**src/rtl/mux_test_pkg.sv**
```systemverilog
// rtl/mux_test_pkg.sv - shared constants, state encoding and golden mux function
//
// Purpose: definitions shared by the mux stimulus sequencer and its hold timer.
// Ports:   none (package).
package mux_test_pkg;

  localparam int NUM_VECTORS = 8;
  localparam int VEC_W       = 3;

  typedef enum logic [1:0] {
    ST_IDLE = 2'd0,
    ST_RUN  = 2'd1,
    ST_DONE = 2'd2
  } state_t;

  // Golden 2:1 mux: vec[2] is the select, vec[1:0] are the data inputs.
  function automatic logic expected_y(input logic [VEC_W-1:0] vec);
    return vec[2] ? vec[1] : vec[0];
  endfunction

endpackage

```
**src/rtl/hold_timer.sv**
```systemverilog
// rtl/hold_timer.sv - per-vector hold counter with terminal-count flag
//
// Purpose: counts cycles a vector has been applied; tc flags HOLD_CYCLES-1.
// Ports:
//   clk    in   clock
//   rst    in   asynchronous active-high reset
//   clear  in   synchronous clear to 0 (has priority over enable)
//   enable in   count up by one
//   count  out  current hold count
//   tc     out  count == HOLD_CYCLES-1
module hold_timer #(
  parameter int HOLD_CYCLES = 4,
  parameter int HOLD_W      = 8
) (
  input  logic              clk,
  input  logic              rst,
  input  logic              clear,
  input  logic              enable,
  output logic [HOLD_W-1:0] count,
  output logic              tc
);

  localparam logic [HOLD_W-1:0] TC_VAL = HOLD_W'(HOLD_CYCLES - 1);

  always_ff @(posedge clk or posedge rst) begin
    if (rst) begin
      count <= '0;
    end else if (clear) begin
      count <= '0;
    end else if (enable) begin
      count <= count + HOLD_W'(1);
    end
  end

  assign tc = (count == TC_VAL);

endmodule

```
**src/rtl/mux_stim_sequencer.sv**
```systemverilog
// rtl/mux_stim_sequencer.sv - exhaustive stimulus and checker for a 2:1 mux
//
// Purpose: on start, applies all 8 {sel,I[1:0]} vectors to the mux under test,
//          each for HOLD_CYCLES cycles, checks Y on the last held cycle and
//          reports error count, first failing vector and pass/done.
// Ports:
//   clk, rst          clock, asynchronous active-high reset
//   start             run request, honoured only in IDLE
//   mux_y             Y returned by the mux under test
//   mux_i, mux_sel    stimulus driven to the mux
//   busy              high in RUN and DONE
//   done              one-cycle pulse at end of run
//   pass              last completed run had zero errors
//   err_count         mismatches in current/last run
//   first_fail_vec    {sel,I} of first mismatch; first_fail_valid qualifies it
module mux_stim_sequencer
  import mux_test_pkg::*;
#(
  parameter int HOLD_CYCLES = 4,
  parameter int HOLD_W      = 8
) (
  input  logic             clk,
  input  logic             rst,
  input  logic             start,
  input  logic             mux_y,
  output logic [1:0]       mux_i,
  output logic             mux_sel,
  output logic             busy,
  output logic             done,
  output logic             pass,
  output logic [3:0]       err_count,
  output logic [VEC_W-1:0] first_fail_vec,
  output logic             first_fail_valid
);

  localparam logic [VEC_W-1:0] LAST_VEC = VEC_W'(NUM_VECTORS - 1);

  state_t           state, state_nxt;
  logic [VEC_W-1:0] vec, vec_nxt;
  logic [3:0]       err_nxt;
  logic [VEC_W-1:0] ffv_nxt;
  logic             ffvalid_nxt;
  logic             pass_nxt;
  logic             hold_clear;
  logic             hold_en;
  logic             hold_tc;
  logic [HOLD_W-1:0] hold_count;

  hold_timer #(
    .HOLD_CYCLES(HOLD_CYCLES),
    .HOLD_W     (HOLD_W)
  ) u_hold_timer (
    .clk   (clk),
    .rst   (rst),
    .clear (hold_clear),
    .enable(hold_en),
    .count (hold_count),
    .tc    (hold_tc)
  );

  always_ff @(posedge clk or posedge rst) begin
    if (rst) begin
      state            <= ST_IDLE;
      vec              <= '0;
      err_count        <= '0;
      first_fail_vec   <= '0;
      first_fail_valid <= 1'b0;
      pass             <= 1'b0;
    end else begin
      state            <= state_nxt;
      vec              <= vec_nxt;
      err_count        <= err_nxt;
      first_fail_vec   <= ffv_nxt;
      first_fail_valid <= ffvalid_nxt;
      pass             <= pass_nxt;
    end
  end

  always_comb begin
    state_nxt   = state;
    vec_nxt     = vec;
    err_nxt     = err_count;
    ffv_nxt     = first_fail_vec;
    ffvalid_nxt = first_fail_valid;
    pass_nxt    = pass;
    hold_clear  = 1'b0;
    hold_en     = 1'b0;

    unique case (state)
      ST_IDLE: begin
        if (start) begin
          state_nxt   = ST_RUN;
          vec_nxt     = '0;
          err_nxt     = '0;
          ffv_nxt     = '0;
          ffvalid_nxt = 1'b0;
          pass_nxt    = 1'b0;
          hold_clear  = 1'b1;
        end
      end

      ST_RUN: begin
        hold_en = 1'b1;
        if (hold_tc) begin
          hold_clear = 1'b1;
          if (mux_y != expected_y(vec)) begin
            err_nxt = err_count + 4'd1;
            if (!first_fail_valid) begin
              ffv_nxt     = vec;
              ffvalid_nxt = 1'b1;
            end
          end
          if (vec == LAST_VEC) begin
            state_nxt = ST_DONE;
            // Uses err_nxt so a mismatch on the final vector is reflected.
            pass_nxt  = (err_nxt == 4'd0);
          end else begin
            vec_nxt = vec + VEC_W'(1);
          end
        end
      end

      ST_DONE: begin
        state_nxt = ST_IDLE;
      end

      default: begin
        state_nxt = ST_IDLE;
      end
    endcase
  end

  assign mux_sel = (state == ST_RUN) ? vec[2]   : 1'b0;
  assign mux_i   = (state == ST_RUN) ? vec[1:0] : 2'b00;
  assign busy    = (state != ST_IDLE);
  assign done    = (state == ST_DONE);

endmodule

```
**config.mk**
```make
export PLATFORM = sky130hd
export DESIGN_NAME = mux_stim_sequencer
export DESIGN_NICKNAME = d
export VERILOG_FILES = /design/src/rtl/mux_test_pkg.sv /design/src/rtl/hold_timer.sv /design/src/rtl/mux_stim_sequencer.sv
export SDC_FILE = /design/constraint.sdc
export NUM_CORES = 1
export LEC_CHECK = 0
export BUFFER_PORTS_ARGS = -buffer_cell sky130_fd_sc_hd__buf_2
export CAP_MARGIN = 20
export CORE_ASPECT_RATIO = 0.75
export CORE_MARGIN = 5
export CORE_UTILIZATION = 59
export CTS_CLUSTER_DIAMETER = 100
export DETAILED_ROUTE_END_ITERATION = 6
export HOLD_SLACK_MARGIN = 0.03
export PLACE_DENSITY = 0.83
export SLEW_MARGIN = 40
export SYNTH_ARGS = -nofsm -noshare
export SYNTH_HDL_FRONTEND = slang
export SYNTH_SLANG_ARGS = --single-unit
```
**constraint.sdc**
```tcl
create_clock -name clk -period 2.62 [get_ports clk]
set_clock_uncertainty 0.05 [all_clocks]
set_input_delay 0.262 -clock clk [delete_from_list [all_inputs] [get_ports clk]]
set_output_delay 0.262 -clock clk [all_outputs]
set_load 0.05 [all_outputs]
```
* Word-level counts from Yosys, hierarchy flattened *
Index checks and enable logic that the tools add are counted.

storage, ports and cells
  register bits after elaboration = 22
  bits of input ports = 4
  output and inout port bits = 14

operators by class
  add/subtract/negate cells = 3
  equality and inequality tests = 11
  muxes and demuxes = 34
  reductions and logical operators = 11

operators with widths
  kind                 number
  $mux 4               5
  $mux 3               6
  $mux 8               2
  $ne 2x2->1 const B   6
  $pmux 3 s2           2
  $reduce_and 4->1     3
  $mux 1               10
  $add 8x1->8 const B  1
  $eq 8x2->1 const B   1
  $mux 2               4
  $pmux 4 s2           1
  $pmux 1 s2           3
  $reduce_and 3->1     2
  $reduce_bool 2->1    3
  $reduce_and 5->1     1
  $add 4x1->4 const B  1
  $logic_not 4->1      1
  $pmux 2 s2           1
  $add 3x1->3 const B  1
  $eq 3x3->1 const B   1
  $eq 2x1->1 const B   1
  $eq 2x2->1 const B   1
  $logic_not 2->1      1
  $ne 1x1->1           1

* Logic depth before layout (Yosys ltp) *
Gate-level depths: netlist of run 1.

  depth after elaboration = 9
  depth in mapped cells = 6
  depth with buffers taken out = 5

* By module *
From an unflattened synthesis of run 1, not the netlist that was laid out.

unflattened totals
  cells, all modules = 117
  area total of the unflattened synthesis = 1194.9 sq um

modules (own cells, without submodules)
  module              times used  cells an instance  area each (sq um)  sequential area each (sq um)
  mux_stim_sequencer  1           75                 778.2              350.3
  hold_timer          1           42                 416.6              200.2

* Least setup slack after synthesis of run 1 *
OpenSTA, ideal clock, no wires.

  path type = flip-flop to output port
  from = register state[1]
  to = output port mux_i[0]
  arrival time = 1.380 ns
  required time = 2.308 ns
  path slack = 0.928 ns
  stages on the path, launching flop included = 4
  buffers on the path = 1
  cell sequence = dfrtp_1 and2b_1 clkbuf_1 and2_1

on the way
  word-level cells in the longest chain between the ends = 2

ends and longest elaborated chain
  element                 line                       source
  from (decl)             mux_stim_sequencer.sv:38   state_t state, state_nxt;
  from (signal assigned)  mux_stim_sequencer.sv:70   state <= state_nxt;
  $eq 2x1->1              mux_stim_sequencer.sv:134  assign mux_i = (state == ST_RUN) ? vec[1:0] : 2'b00;
  $mux 2                  mux_stim_sequencer.sv:134
  to (decl)               mux_stim_sequencer.sv:26   output logic [1:0] mux_i,

No other way between the ends.

* Worst setup path after layout of run 1 *
Ends and elaborated chain as after synthesis.

==> flow_metrics.env, run 1 <==
export IMPL_hp_start="start"
export IMPL_gp_congestion=0.8242
export IMPL_wl_per_cell_um=14.86
export IMPL_cts_buffers=3
export IMPL_grt_start_max_net_pins=23
export IMPL_synth_xor_area_share_pct=5.241
export IMPL_yosys_area_share_simple_pct=23.10
export IMPL_postSynthNetCount=127
export IMPL_path_class="reg2out"
export IMPL_clkLatencyLatePin_ps=310
export IMPL_drc_errors=0
export IMPL_regToRegStartpoint="state[1]$_DFFE_PP0P_"
export IMPL_synth_area_leader_cell="dfrtp_1"
export IMPL_p_per_area_nw_per_um2=1190
export IMPL_ys_ff_latch=22
export IMPL_portBuffers=17
export IMPL_status="complete, no violations"
export IMPL_critical_path_buf_inv_count=1
export IMPL_routed_wl_um=2422
export IMPL_core_area_sq_um=1944
export IMPL_synth_edff_count=0
export IMPL_grt_pass1_vias=878
export IMPL_fill_cells=175
export IMPL_yosysMostFrequentCell="dfrtp_1"
export IMPL_finalWorstSetupSlack_ps=603.9
export IMPL_die_height_um=48.57
export IMPL_crit_path_start_kind="flip-flop"
export IMPL_min_delay_path_depth=4
export IMPL_grt_pass1_wl_um=4174
export IMPL_cts_tree="done"
export IMPL_yosysTopAreaCellShare_pct=47.06
export IMPL_tightest_slew_ps=515.1
export IMPL_synthAdderAreaFrac_pct=4.278
export IMPL_dr_pass1_iters=4
export IMPL_slowest_delay_ps=490
export IMPL_die_area_sq_um=2983
export IMPL_power_leakage_nw=0.6163
export IMPL_r2r_setup_slack_ps=620
export IMPL_cts_sinks=22
export IMPL_setup_viol=0
export IMPL_ys_warn_count=0
export IMPL_hold_end="pass$_DFFE_PP0P_"
export IMPL_ys_seq_area_share_pct=47.06
export IMPL_place_hpwl_um=1779
export IMPL_areaGrowthSynthToFinish_pct=12.30
export IMPL_dpl_instance_area_sq_um=1281
export IMPL_synthCells=119
export IMPL_grtUsageTotal_pct=18.50
export IMPL_pre_cts_ws_ps=655.5
export IMPL_antenna_found_initial=0
export IMPL_cpMaxStageDelayCell="and2b_1"
export IMPL_muxShareOfSynthArea_pct=0.8556
export IMPL_hold_class="in2reg"
export IMPL_synth_compound_area_share_pct=16.90
export IMPL_avgSynthCellArea_sq_um=9.831
export IMPL_fin_crit_ps=2016
export IMPL_cp_top_family="simple AND/OR/NAND/NOR gates"
export IMPL_finalHoldViolations=0
export IMPL_postSynth_asyncResetShare_pct=100.0
export IMPL_drive_above_1_share_pct=19.42
export IMPL_synthFlopType="dfrtp_1"
export IMPL_synthTopCellsByCount="22 x dfrtp_1, 12 x nand2_1, 12 x nor2_1, 7 x o21ai_0, 6 x a22o_1"
export IMPL_final_area_sq_um=1314
export IMPL_first_iter_violations=28
export IMPL_r2r_cells=5
export IMPL_clkTransAtPathRegs_ps=120
export IMPL_rows=14
export IMPL_max_freq_mhz=496.0
export IMPL_relSlewSlack_pct=65.42
export IMPL_die_x_um=61.42
export IMPL_postRouteAntennaNets=0
export IMPL_globalRouteOverflowTotal=0
export IMPL_diodes=0
export IMPL_syn_area_sq_um=1170
export IMPL_rr_endpoint="err_count[3]$_DFFE_PP0P_"
export IMPL_critPathMaxFanout=14
export IMPL_cp_arrival_ps=1700
export IMPL_io_pins=18
export IMPL_cp_cell_sequence="and2b_1, and2_1, buf_2"
export IMPL_min_period_over_period_pct=76.95
export IMPL_nets=149
export IMPL_max_cap_violations=0
export IMPL_yosys_top_cells_area="dfrtp_1 47%, a22o_1 4.5%, ha_1 4.3%"
export IMPL_critPathRequiredTime_ps=2310
export IMPL_setup_tns_final_ps=0
export IMPL_vias=939
export IMPL_slew_violations=0
export IMPL_viasPerCell=5.761
export IMPL_cts_buffer_depth=2
export IMPL_clockRootBuffer="clkbuf_4"
export IMPL_rsz0062_at_grt="false"
export IMPL_start_util_pct=60.17
export IMPL_peakVddDrop_uv=834.7
export IMPL_ys_types=33
export IMPL_cts_htree_levels=1
export IMPL_synth_top_family_by_area="simple AND/OR/NAND/NOR gates"
export IMPL_endpoint_kind="primary output"
metal layers:
layer  global-route usage [%]  up-vias  part of all wire [%]
met4                    5.300        0                   1.0
met2                    25.88       27                    46
met5                        0        -                     0
met3                    4.787        5                   6.0
li1                         -      473                     -
met1                    27.95      434                    47
worst max path at each step:
| stage | start | end | depth (start not counted) |
|---|---|---|---|
| 2_1_floorplan | state[1]$_DFFE_PP0P_ | mux_i[0] | 3 |
| 3_3_place_gp | state[1]$_DFFE_PP0P_ | err_count[0]$_DFFE_PP0P_ | 5 |
| 3_5_place_dp | state[1]$_DFFE_PP0P_ | err_count[3]$_DFFE_PP0P_ | 5 |
| 4_1_cts | state[1]$_DFFE_PP0P_ | mux_i[0] | 3 |
| 5_1_grt | state[1]$_DFFE_PP0P_ | err_count[3]$_DFFE_PP0P_ | 5 |
| 6_report | state[1]$_DFFE_PP0P_ | mux_i[0] | 3 |
placed cells by master, fill, tap and decap left out, types with 4 or more instances in the layout:
cell type and n:
dfrtp_1 22, buf_2 17, nor2_1 12, nand2_1 12
o21ai_0 7, a22o_1 6, xor2_1 5, a21oi_1 5
a31oi_1 5, nand4_1 4, inv_1 4, ha_1 4
registers in the layout, indices dropped and copies added (netlist names):
name,count
pass,1
first_fail_valid,1
first_fail_vec,3
u_hold_timer.count,8
state,2
err_count,4
vec,3
metrics by stage:
stage	total power, mW	std cells	utilization, %	hold slack, ps
finish	1.564	163	67.57	263.1
global route	1.690	163	67.57	291.2
CTS	1.572	162	67.05	68.99
detailed placement	1.414	159	65.89	421.7
global placement	1.378	159	65.89	400.5
floorplan	1.229	119	-	201.2
power breakdown:
part	switching, mW	leakage (nW)	internal, mW
Sequential	0.156	0.279	0.463
Combinational	0.525	0.323	0.267
Clock	0.0992	0.0138	0.0537
Total	0.780	0.616	0.784
worst reg2reg max path, delay by kind of cell, from the launching register on:
| family | cells | cell delay (ps) |
|---|---|---|
| simple gates | 4 | 1210 |
| compound gates | 1 | 200 |
| flops | 1 | 460 |
cells by family (layout without fill, tap and decap cells):
group | count (synthesis) | count (layout)
multiplexers | 1 | 1
AND/OR/NAND/NOR | 49 | 49
adder cells (fa/ha/maj) | 4 | 4
flip-flops | 22 | 22
XOR/XNOR | 7 | 7
AO/OA/AOI/OAI | 29 | 29
buffers and inverters | 7 | 27
final cells by class:
| cell class | instances | area [sq um] | share of cell area (%) |
|---|---|---|---|
| multi-input combinational | 90 | 589.3 | 44.86 |
| sequential | 22 | 550.5 | 41.90 |
| timing repair buffer | 19 | 102.6 | 7.809 |
| tap | 24 | 30.03 | 2.286 |
| clock buffer | 3 | 22.52 | 1.714 |
| inverter | 5 | 18.77 | 1.429 |
repair_timing:
item                                   CTS  global route
resized for setup                        0             0
setup endpoints to repair                0             0
setup buffers                            0             0
endpoints found under the hold margin    0            22
hold buffers                             0             1
(Power assumes the default switching activity.)
==> run 2: changes to the inputs <==
- CORE_UTILIZATION: 59 -> 55
- PLACE_DENSITY: 0.83 -> 0.79
- clock period: 2.62 -> 1.9 ns (I/O delays scaled with it)
==> run 2 against run 1 <==
  * Hold slack got worse by 84 ps
  * Total power is 60% higher
  * Register-to-register slack lost 480 ps
  * Non-clock buffer count increased by 15
  * Final cell count increased by 9.8%
  * Flip-flop and latch count unchanged
  * Routed wire length rose by 18%
  * Sequential share of layout area down 4.6 points
  * Sequential power rose by 37%
  * Via count is 13% higher
  * Utilization rose by 6.0 points
  * Critical path depth up 1
  * Largest cell class unchanged
  * Largest power group unchanged
==> flow_metrics.env, run 2 (synthesized netlist as in run 1, its figures left out) <==
export IMPL_final_cell_mix="20 x dfrtp_1, 16 x buf_2, 15 x buf_4"
export IMPL_crit_path_start_kind="flip-flop"
export IMPL_critPathRequiredTime_ps=1660
export IMPL_r2r_cells=5
export IMPL_power_leakage_nw=0.7059
export IMPL_grt_start_max_net_pins=23
export IMPL_start_util_pct=58.07
export IMPL_path_class="reg2out"
export IMPL_drive_above_1_share_pct=31.61
export IMPL_postRouteAntennaNets=0
export IMPL_cts_tree="done"
export IMPL_max_cap_violations=0
export IMPL_antenna_found_initial=0
export IMPL_rr_endpoint="first_fail_vec[2]$_DFFE_PP0P_"
export IMPL_slowest_delay_ps=450
export IMPL_layout_cells_most_common="dfrtp_1"
export IMPL_clkTransAtPathRegs_ps=110
export IMPL_die_height_um=49.94
export IMPL_cp_cell_sequence="and2b_2, buf_4, and2_1, clkbuf_4"
export IMPL_die_x_um=63.26
export IMPL_top_register="u_hold_timer.count"
export IMPL_top_regs="u_hold_timer.count: 8 flops, err_count: 4 flops"
export IMPL_rows=14
export IMPL_setup_viol=0
export IMPL_relSlewSlack_pct=79.15
export IMPL_min_period_over_period_pct=95.38
export IMPL_grt_pass1_vias=1002
export IMPL_hold_end="state[0]$_DFFE_PP0P_"
export IMPL_vias=1065
export IMPL_place_hpwl_um=1997
export IMPL_slew_violations=0
export IMPL_critPathMaxFanout=9
export IMPL_cts_sinks=22
export IMPL_cp_arrival_ps=1570
export IMPL_grt_pass1_wl_um=4650
export IMPL_hp_start="start"
export IMPL_clockRootBuffer="clkbuf_4"
export IMPL_cts_htree_levels=1
export IMPL_gp_congestion=0.7785
export IMPL_regToRegStartpoint="u_hold_timer.count[5]$_DFFE_PP0P_"
export IMPL_areaGrowthSynthToFinish_pct=26.74
export IMPL_wl_per_cell_um=15.95
export IMPL_status="complete, no violations"
export IMPL_fin_crit_ps=1812
export IMPL_largest_register_ff_count=8
export IMPL_die_area_sq_um=3159
export IMPL_diodes=0
export IMPL_cts_buffers=3
export IMPL_nets=164
export IMPL_finalHoldViolations=0
export IMPL_routed_wl_um=2855
export IMPL_max_freq_mhz=551.8
export IMPL_p_per_area_nw_per_um2=1684
export IMPL_io_pins=18
export IMPL_utilization_pct=73.60
export IMPL_fill_cells=153
export IMPL_viasPerCell=5.950
export IMPL_portBuffers=17
export IMPL_clkLatencyLatePin_ps=320
export IMPL_dr_pass1_iters=4
export IMPL_tightest_slew_ps=310.4
export IMPL_hold_class="in2reg"
export IMPL_grtUsageTotal_pct=18.69
export IMPL_r2r_setup_slack_ps=140
export IMPL_endpoint_kind="primary output"
export IMPL_cpMaxStageDelayCell="dfrtp_2"
export IMPL_globalRouteOverflowTotal=0
export IMPL_cts_buffer_depth=2
export IMPL_hold_slack_ps=178.8
export IMPL_peakVddDrop_uv=1302
export IMPL_total_power_mw=2.497
export IMPL_min_delay_path_depth=3
export IMPL_core_area_sq_um=2014
export IMPL_drc_errors=0
export IMPL_first_iter_violations=43
[run 2: timing repair]
| action | CTS | global route |
|---|---|---|
| setup endpoints to repair | 3 | 14 |
| endpoints found under the hold margin | 22 | 0 |
| pin swaps | 0 | 4 |
| buffers inserted | 0 | 6 |
| gates resized for setup | 1 | 9 |
| hold buffers | 1 | 0 |
[run 2: cell type report]
class	count	area [sq um]	share of cell area, %
Clock buffer	3	22.52	1.519
Clock inverter	1	30.03	2.025
Inverter	5	18.77	1.266
Multi-Input combinational cell	90	606.8	40.93
Sequential cell	22	553.0	37.30
Tap cell	24	30.03	2.025
Timing Repair Buffer	34	221.5	14.94
[run 2: how the worst max path moves through the flow]
stage                                      startpoint                       end  slack [ps]
CTS                              state[1]$_DFFE_PP0P_                   mux_sel          40
floorplan                    err_count[0]$_DFFE_PP0P_          pass$_DFFE_PP0P_         250
detailed placement  u_hold_timer.count[3]$_DFFE_PP0P_  err_count[3]$_DFFE_PP0P_          80
global route        u_hold_timer.count[5]$_DFFE_PP0P_        vec[2]$_DFFE_PP0P_          -7
global placement                   vec[2]$_DFFE_PP0P_          pass$_DFFE_PP0P_         130
finish                           state[0]$_DFFE_PP0P_                  mux_i[1]          90
[run 2: routing by layer]
metal,GRT usage (%),wire (um),up-vias
li1,-,-,506
met1,24.54,1301,514
met2,29.86,1363,41
met3,5.682,165,4
met4,5.190,25,0
met5,0,0,-
[run 2: worst max-delay path, delay by kind of cell, from the launching register on]
family	cells	cell delay, ps
buffers and inverters	2	380
flip-flops	1	450
AND/OR/NAND/NOR	2	410
[run 2: stage by stage]
stage	cells	worst slack (ps)	TNS (ps)	cell area (sq um)
floorplan	119	246.0	0	1170
global placement	168	129.0	0	1349
detailed placement	168	80.16	0	1349
CTS	173	38.38	0	1413
global route	179	-7.392	-9.851	1483
finish	179	87.80	0	1483
[run 2: report_power, final]
group	internal, mW	total, mW	switching (mW)
Clock	0.214	0.360	0.146
Combinational	0.493	1.29	0.797
Sequential	0.641	0.847	0.206
Total	1.35	2.50	1.15
